`config.mk`:
```
export PLATFORM = sky130hd
export DESIGN_NAME = pc_fetch_ctrl
export DESIGN_NICKNAME = d
export VERILOG_FILES = /design/src/rtl/pc_fetch_ctrl.sv
export SDC_FILE = /design/constraint.sdc
export NUM_CORES = 1
export LEC_CHECK = 0
export BUFFER_PORTS_ARGS = -buffer_cell sky130_fd_sc_hd__buf_2
export CAP_MARGIN = 20
export CORE_ASPECT_RATIO = 1.75
export CORE_MARGIN = 1.5
export CORE_UTILIZATION = 50
export CTS_BUF_LIST = sky130_fd_sc_hd__clkbuf_2
export DETAILED_ROUTE_END_ITERATION = 6
export PLACE_DENSITY_LB_ADDON = 0.3
export SYNTH_ARGS = -nofsm -noshare
export SYNTH_HDL_FRONTEND = slang
export SYNTH_SLANG_ARGS = --single-unit
```
`constraint.sdc`:
```
create_clock -name Clk -period 2.03 [get_ports Clk]
set_input_delay 0.1015 -clock Clk [delete_from_list [all_inputs] [get_ports Clk]]
set_output_delay 0.1015 -clock Clk [all_outputs]
set_load 0.01 [all_outputs]
```
`src/rtl/pc_fetch_ctrl.sv`:
```
// Program-counter fetch controller: post-reset hold, request/stall FSM,
// a one-entry pending redirect buffer and squash-aware fetch completion.
module pc_fetch_ctrl #(
    parameter logic [31:0] RESET_VECTOR = 32'h0000_0000,
    parameter int unsigned HOLD_CYCLES  = 2
) (
    input  logic        Clk,
    input  logic        Rst,
    input  logic        Stall,
    input  logic        Redirect,
    input  logic [31:0] RedirectAddr,
    input  logic        ReqReady,
    output logic        ReqValid,
    output logic [31:0] ReqAddr,
    output logic [31:0] PCPlus4,
    output logic        FetchValid,
    output logic [31:0] FetchPC,
    output logic        AlignErr
);

    localparam logic [1:0] ST_HOLD    = 2'd0;
    localparam logic [1:0] ST_REQ     = 2'd1;
    localparam logic [1:0] ST_STALLED = 2'd2;
    localparam logic [3:0] HOLD_LAST  = 4'(HOLD_CYCLES - 1);

    logic [1:0]  state_q, state_d;
    logic [3:0]  hold_cnt_q, hold_cnt_d;
    logic [31:0] pc_q, pc_d;
    logic        pend_valid_q, pend_valid_d;
    logic [31:0] pend_addr_q, pend_addr_d;
    logic        fetch_valid_q, fetch_valid_d;
    logic [31:0] fetch_pc_q, fetch_pc_d;
    logic        align_err_q, align_err_d;

    logic [31:0] redir_tgt;
    logic [31:0] pc_plus4;
    logic [31:0] resume_tgt;
    logic        handshake;

    assign redir_tgt  = {RedirectAddr[31:2], 2'b00};
    assign pc_plus4   = pc_q + 32'd4;
    assign handshake  = ReqValid && ReqReady;
    // A redirect seen on the resume edge itself is newer than anything buffered.
    assign resume_tgt = Redirect ? redir_tgt : (pend_valid_q ? pend_addr_q : pc_q);

    always_comb begin
        state_d       = state_q;
        hold_cnt_d    = hold_cnt_q;
        pc_d          = pc_q;
        pend_valid_d  = pend_valid_q;
        pend_addr_d   = pend_addr_q;
        fetch_valid_d = 1'b0;
        fetch_pc_d    = fetch_pc_q;
        align_err_d   = Redirect && (RedirectAddr[1:0] != 2'b00);

        // Capture by default; the branches below consume the buffer when PC moves.
        if (Redirect) begin
            pend_valid_d = 1'b1;
            pend_addr_d  = redir_tgt;
        end

        case (state_q)
            ST_HOLD: begin
                hold_cnt_d = hold_cnt_q + 4'd1;
                if (hold_cnt_q == HOLD_LAST) begin
                    pc_d         = resume_tgt;
                    pend_valid_d = 1'b0;
                    state_d      = Stall ? ST_STALLED : ST_REQ;
                end
            end
            ST_REQ: begin
                if (handshake) begin
                    if (Redirect)
                        pc_d = redir_tgt;
                    else if (pend_valid_q)
                        pc_d = pend_addr_q;
                    else
                        pc_d = pc_plus4;
                    pend_valid_d  = 1'b0;
                    fetch_valid_d = !Redirect;
                    fetch_pc_d    = pc_q;
                    if (Stall)
                        state_d = ST_STALLED;
                end
            end
            ST_STALLED: begin
                if (!Stall) begin
                    pc_d         = resume_tgt;
                    pend_valid_d = 1'b0;
                    state_d      = ST_REQ;
                end
            end
            default: state_d = ST_HOLD;
        endcase
    end

    always_ff @(posedge Clk or negedge Rst) begin
        if (!Rst) begin
            state_q       <= ST_HOLD;
            hold_cnt_q    <= 4'd0;
            pc_q          <= RESET_VECTOR;
            pend_valid_q  <= 1'b0;
            pend_addr_q   <= 32'd0;
            fetch_valid_q <= 1'b0;
            fetch_pc_q    <= 32'd0;
            align_err_q   <= 1'b0;
        end else begin
            state_q       <= state_d;
            hold_cnt_q    <= hold_cnt_d;
            pc_q          <= pc_d;
            pend_valid_q  <= pend_valid_d;
            pend_addr_q   <= pend_addr_d;
            fetch_valid_q <= fetch_valid_d;
            fetch_pc_q    <= fetch_pc_d;
            align_err_q   <= align_err_d;
        end
    end

    assign ReqValid   = (state_q == ST_REQ);
    assign ReqAddr    = pc_q;
    assign PCPlus4    = pc_plus4;
    assign FetchValid = fetch_valid_q;
    assign FetchPC    = fetch_pc_q;
    assign AlignErr   = align_err_q;

endmodule

```
==> summary.md <==
| Metric | Value |
|---|---|
| CTS Root Cell | clkbuf_2 |
| DP HPWL | 10800 µm |
| Cell Area, Synth | 5300 µm² |
| Synth area leaders | dfrtp_1 (47%), mux2_2 (7.7%), nand2_1 (4.3%) |
| Crit path cell chain | nand2_1, or4_4, or3_4, xnor2_2, buf_2 |
| Reg2Reg Setup Slack | -0.14 ns |
| Worst Path Required | 1.93 ns |
| P_leak | 3.64 nW |
| Initial antenna violation count | 0 |
| Slowest cell on the critical path | or4_4 |
| Max-slew headroom | 57.8% |
| Total gr overflow | 0 |
| Most frequent cells in the layout | buf_2 (128), dfrtp_1 (91), buf_4 (73) |
| First-pass GRT wire length | 25600 µm |
| CTS Buffer Depth | 2 |
| Drc violations | 0 |
| Clock Power Share | 10.9% |
| Clock skew | 0.0376 ns |
| CP Launch Type | flip-flop |
| Num CTS Buffers | 9 |
| Syn avg cell area | 9.79 µm² |
| Tcrit/Tclk final | 132% |
| R2R Path End | ReqAddr[17]$_DFFE_PN0P_ |
| HP Class | input port to flip-flop |
| CP Capture Type | output pin |
| Tightest Pin Transition | 0.631 ns |
| FFs w/ async S/R, synth | 100% |
| Share of layout cells above drive strength 1 | 44.6% |
| Syn-to-layout area delta | 45.3% |
| Worst reg2reg path depth | 6 |
| ANT cells | 0 |
| Worst skew pair latency | 0.62 ns |
| IO Port Bufs | 129 |
| Worst-path clk slew | 0.28 ns |
| Post-Syn Instances | 541 |
| Sequential area share after synthesis | 46.8% |
| Die area | 11200 µm² |
| Vias/cell | 5.83 |
| Min Tclk post-route | 2.68 ns |
| Die Y | 139 µm |
| Post-synth top area share | 46.8% |
| GRT Total Usage | 29.6% |
| Critical path fanouts, max | 7 |
| Min Hold Slack | 0.213 ns |
| Primary FF master, synth | dfrtp_1 |
| Router iterations before antenna repair | 5 |
| Core box area | 10300 µm² |
| Synth warn | 0 |
| CTS sink count | 99 |
| Post-DRT Antenna Nets | 0 |
| Largest area contributor in the netlist | dfrtp_1 |
| Worst VDD drop | 0.908 mV |
| Pwr dens | 1310 nW/µm² |
| Int Pwr | 5.73 mW |
| Via Count | 5298 |
| Setup ws final | -0.648 ns |
| Max cap viols | 0 |
| Final hold vios | 0 |
| Row cnt | 49 |
| Chip Width | 80.8 µm |
| Post-synth EDFFs | 0 |
| Violated checks | setup timing |
| Max incr delay on CP | 0.64 ns |
| Final TNS setup | -11.64 ns |
| Commonest non-fill, non-tap cell in the layout | buf_2 |
| Status | finished, violations left |
| Reg2reg start | ReqAddr[2]$_DFFE_PN0P_ |
| RePlAce Congestion | 0.871 |
| Initial Util | 51.4% |
| Slew Viols, Final | 0 |
| Sequential power share | 32.4% |
| Hold endpoint | AlignErr$_DFF_PN0_ |
| H-tree depth | 3 |
| RSZ-0062 raised after global routing | yes |
| Comb pwr share | 56.8% |
| Top Ports | 136 |
| WS Path Type | flip-flop to output pin |
| Largest net degree at the start of global routing | 40 |
| Endpoints failing setup | 34 |
| P_sw | 4.40 mW |
| Maximum clock rate | 373 MHz |
| Post-Route WL | 16900 µm |
| CTS tree | yes |
| Switching Fraction | 43.4% |
| Fin nets | 816 |
| Critical Path AT | 2.58 ns |
| Flops & latches, synth | 99 |
| DR WL/cell | 18.6 µm |
| Number of global-route vias before repair | 5284 |
| Hold-critical path depth | 3 |
| Hold Crit Start | RedirectAddr[1] |
| DR iter-0 viols | 502 |
| Netlist cell types | 62 |
==> routing by layer <==
layer,global-route usage (%),vias to the layer above,routed length (µm)
met4,13.7,0,603
li1,-,2400,-
met1,33.5,2623,6250
met3,5.20,44,855
met5,0,-,0
met2,52.2,231,9210
==> through the flow <==
step / power (mW) / instances / setup slack (ns) / util, % / area, µm²
3_5_place_dp: 8.32 / 819 / -0.0151 / 62.6 / 6450
5_1_grt: 10.7 / 908 / -0.735 / 74.8 / 7700
3_3_place_gp: 8.11 / 819 / 0.0240 / 62.6 / 6450
6_report: 10.1 / 908 / -0.648 / 74.8 / 7700
4_1_cts: 9.80 / 899 / -0.638 / 71.9 / 7400
2_1_floorplan: 6.10 / 546 / -0.0544 / - / 5350
==> cells in the mapped netlist (all sizes together), types with 3 or more instances <==
cell / number
clkbuf: 23
and2: 3
a221o: 4
or4: 4
o21a: 3
a21oi: 28
a311oi: 4
nand4: 3
and3: 4
o31a: 5
o22ai: 5
inv: 25
o211ai: 6
o2bb2ai: 3
nand2b: 5
mux2: 36
a22o: 4
o32a: 3
nand3: 17
dfrtp: 99
o21ai: 39
buf: 20
ha: 3
nor2b: 4
a31oi: 8
xor2: 13
nand2: 60
a211oi: 7
nor2: 33
a221oi: 4
or3: 3
nor3: 13
xnor2: 17
and4: 3
nor4: 9
==> final cells by class <==
class | count | area (µm²)
well taps | 127 | 159
repair buffers | 262 | 1900
flip-flops and latches | 99 | 2490
inverters | 25 | 93.8
multi-input cells | 379 | 2930
fillers | 724 | 2600
clock inverters | 5 | 77.6
clock buffers | 11 | 55.1
==> worst max-delay path, delay by kind of cell (launching register included) <==
| kind | cells | cell delay (ns) |
|---|---|---|
| buffers and inverters | 1 | 0.16 |
| flip-flops | 1 | 0.47 |
| AND/OR/NAND/NOR | 3 | 1.19 |
| XOR/XNOR | 1 | 0.15 |
==> worst max-delay path by stage <==
| stage | start | endpoint | slack, ns | cells past startpoint |
|---|---|---|---|---|
| after floorplan | ReqAddr[13]$_DFFE_PN0P_ | ReqAddr[30]$_DFFE_PN0P_ | -0.05 | 7 |
| after global placement | ReqAddr[10]$_DFFE_PN0P_ | PCPlus4[17] | 0.02 | 5 |
| after detailed placement | ReqAddr[3]$_DFFE_PN0P_ | PCPlus4[30] | -0.02 | 6 |
| after CTS | ReqAddr[2]$_DFFE_PN0P_ | PCPlus4[30] | -0.64 | 6 |
| after global routing | ReqAddr[2]$_DFFE_PN0P_ | PCPlus4[30] | -0.74 | 6 |
| final | ReqAddr[2]$_DFFE_PN0P_ | PCPlus4[17] | -0.65 | 5 |
==> logic make-up (layout without fill, tap and decap cells) <==
kind of cell / after synthesis / in the layout / share of synthesized area [%]
simple gates: 166 / 166 / 16.5
compound gates: 138 / 138 / 17.5
buf+inv: 68 / 303 / 5.79
fa+ha+maj: 3 / 3 / 0.708
flops: 99 / 99 / 46.8
xor+xnor: 30 / 30 / 4.96
mux: 36 / 36 / 7.65
other cells: 1 / 6 / 0.0708
==> timing repair <==
item / in CTS / in global routing
endpoints found under the hold margin: 165 / 0
endpoints found under the setup margin: 28 / 42
pin swaps: 23 / 29
gates resized for setup: 44 / 41
buffers inserted: 25 / 13
hold buffers: 38 / 0
cloned: 1 / 0
==> state kept, by name, summed over array words and instances, names as in the netlist <==
register	flops
AlignErr	1
FetchPC	30
FetchValid	1
ReqAddr	30
hold_cnt_q	4
pend_addr_q	30
pend_valid_q	1
state_q	2
==> power by group through the flow <==
stage          combinational [mW]  sequential (mW)  clock [mW]
2_1_floorplan                2.51             3.58           0
3_3_place_gp                 4.90             3.21           0
3_5_place_dp                 5.05             3.27           0
4_1_cts                      5.46             3.23        1.11
5_1_grt                      6.16             3.37        1.19
6_report                     5.75             3.28        1.10
No activity file was read; power rests on OpenSTA's default activity.
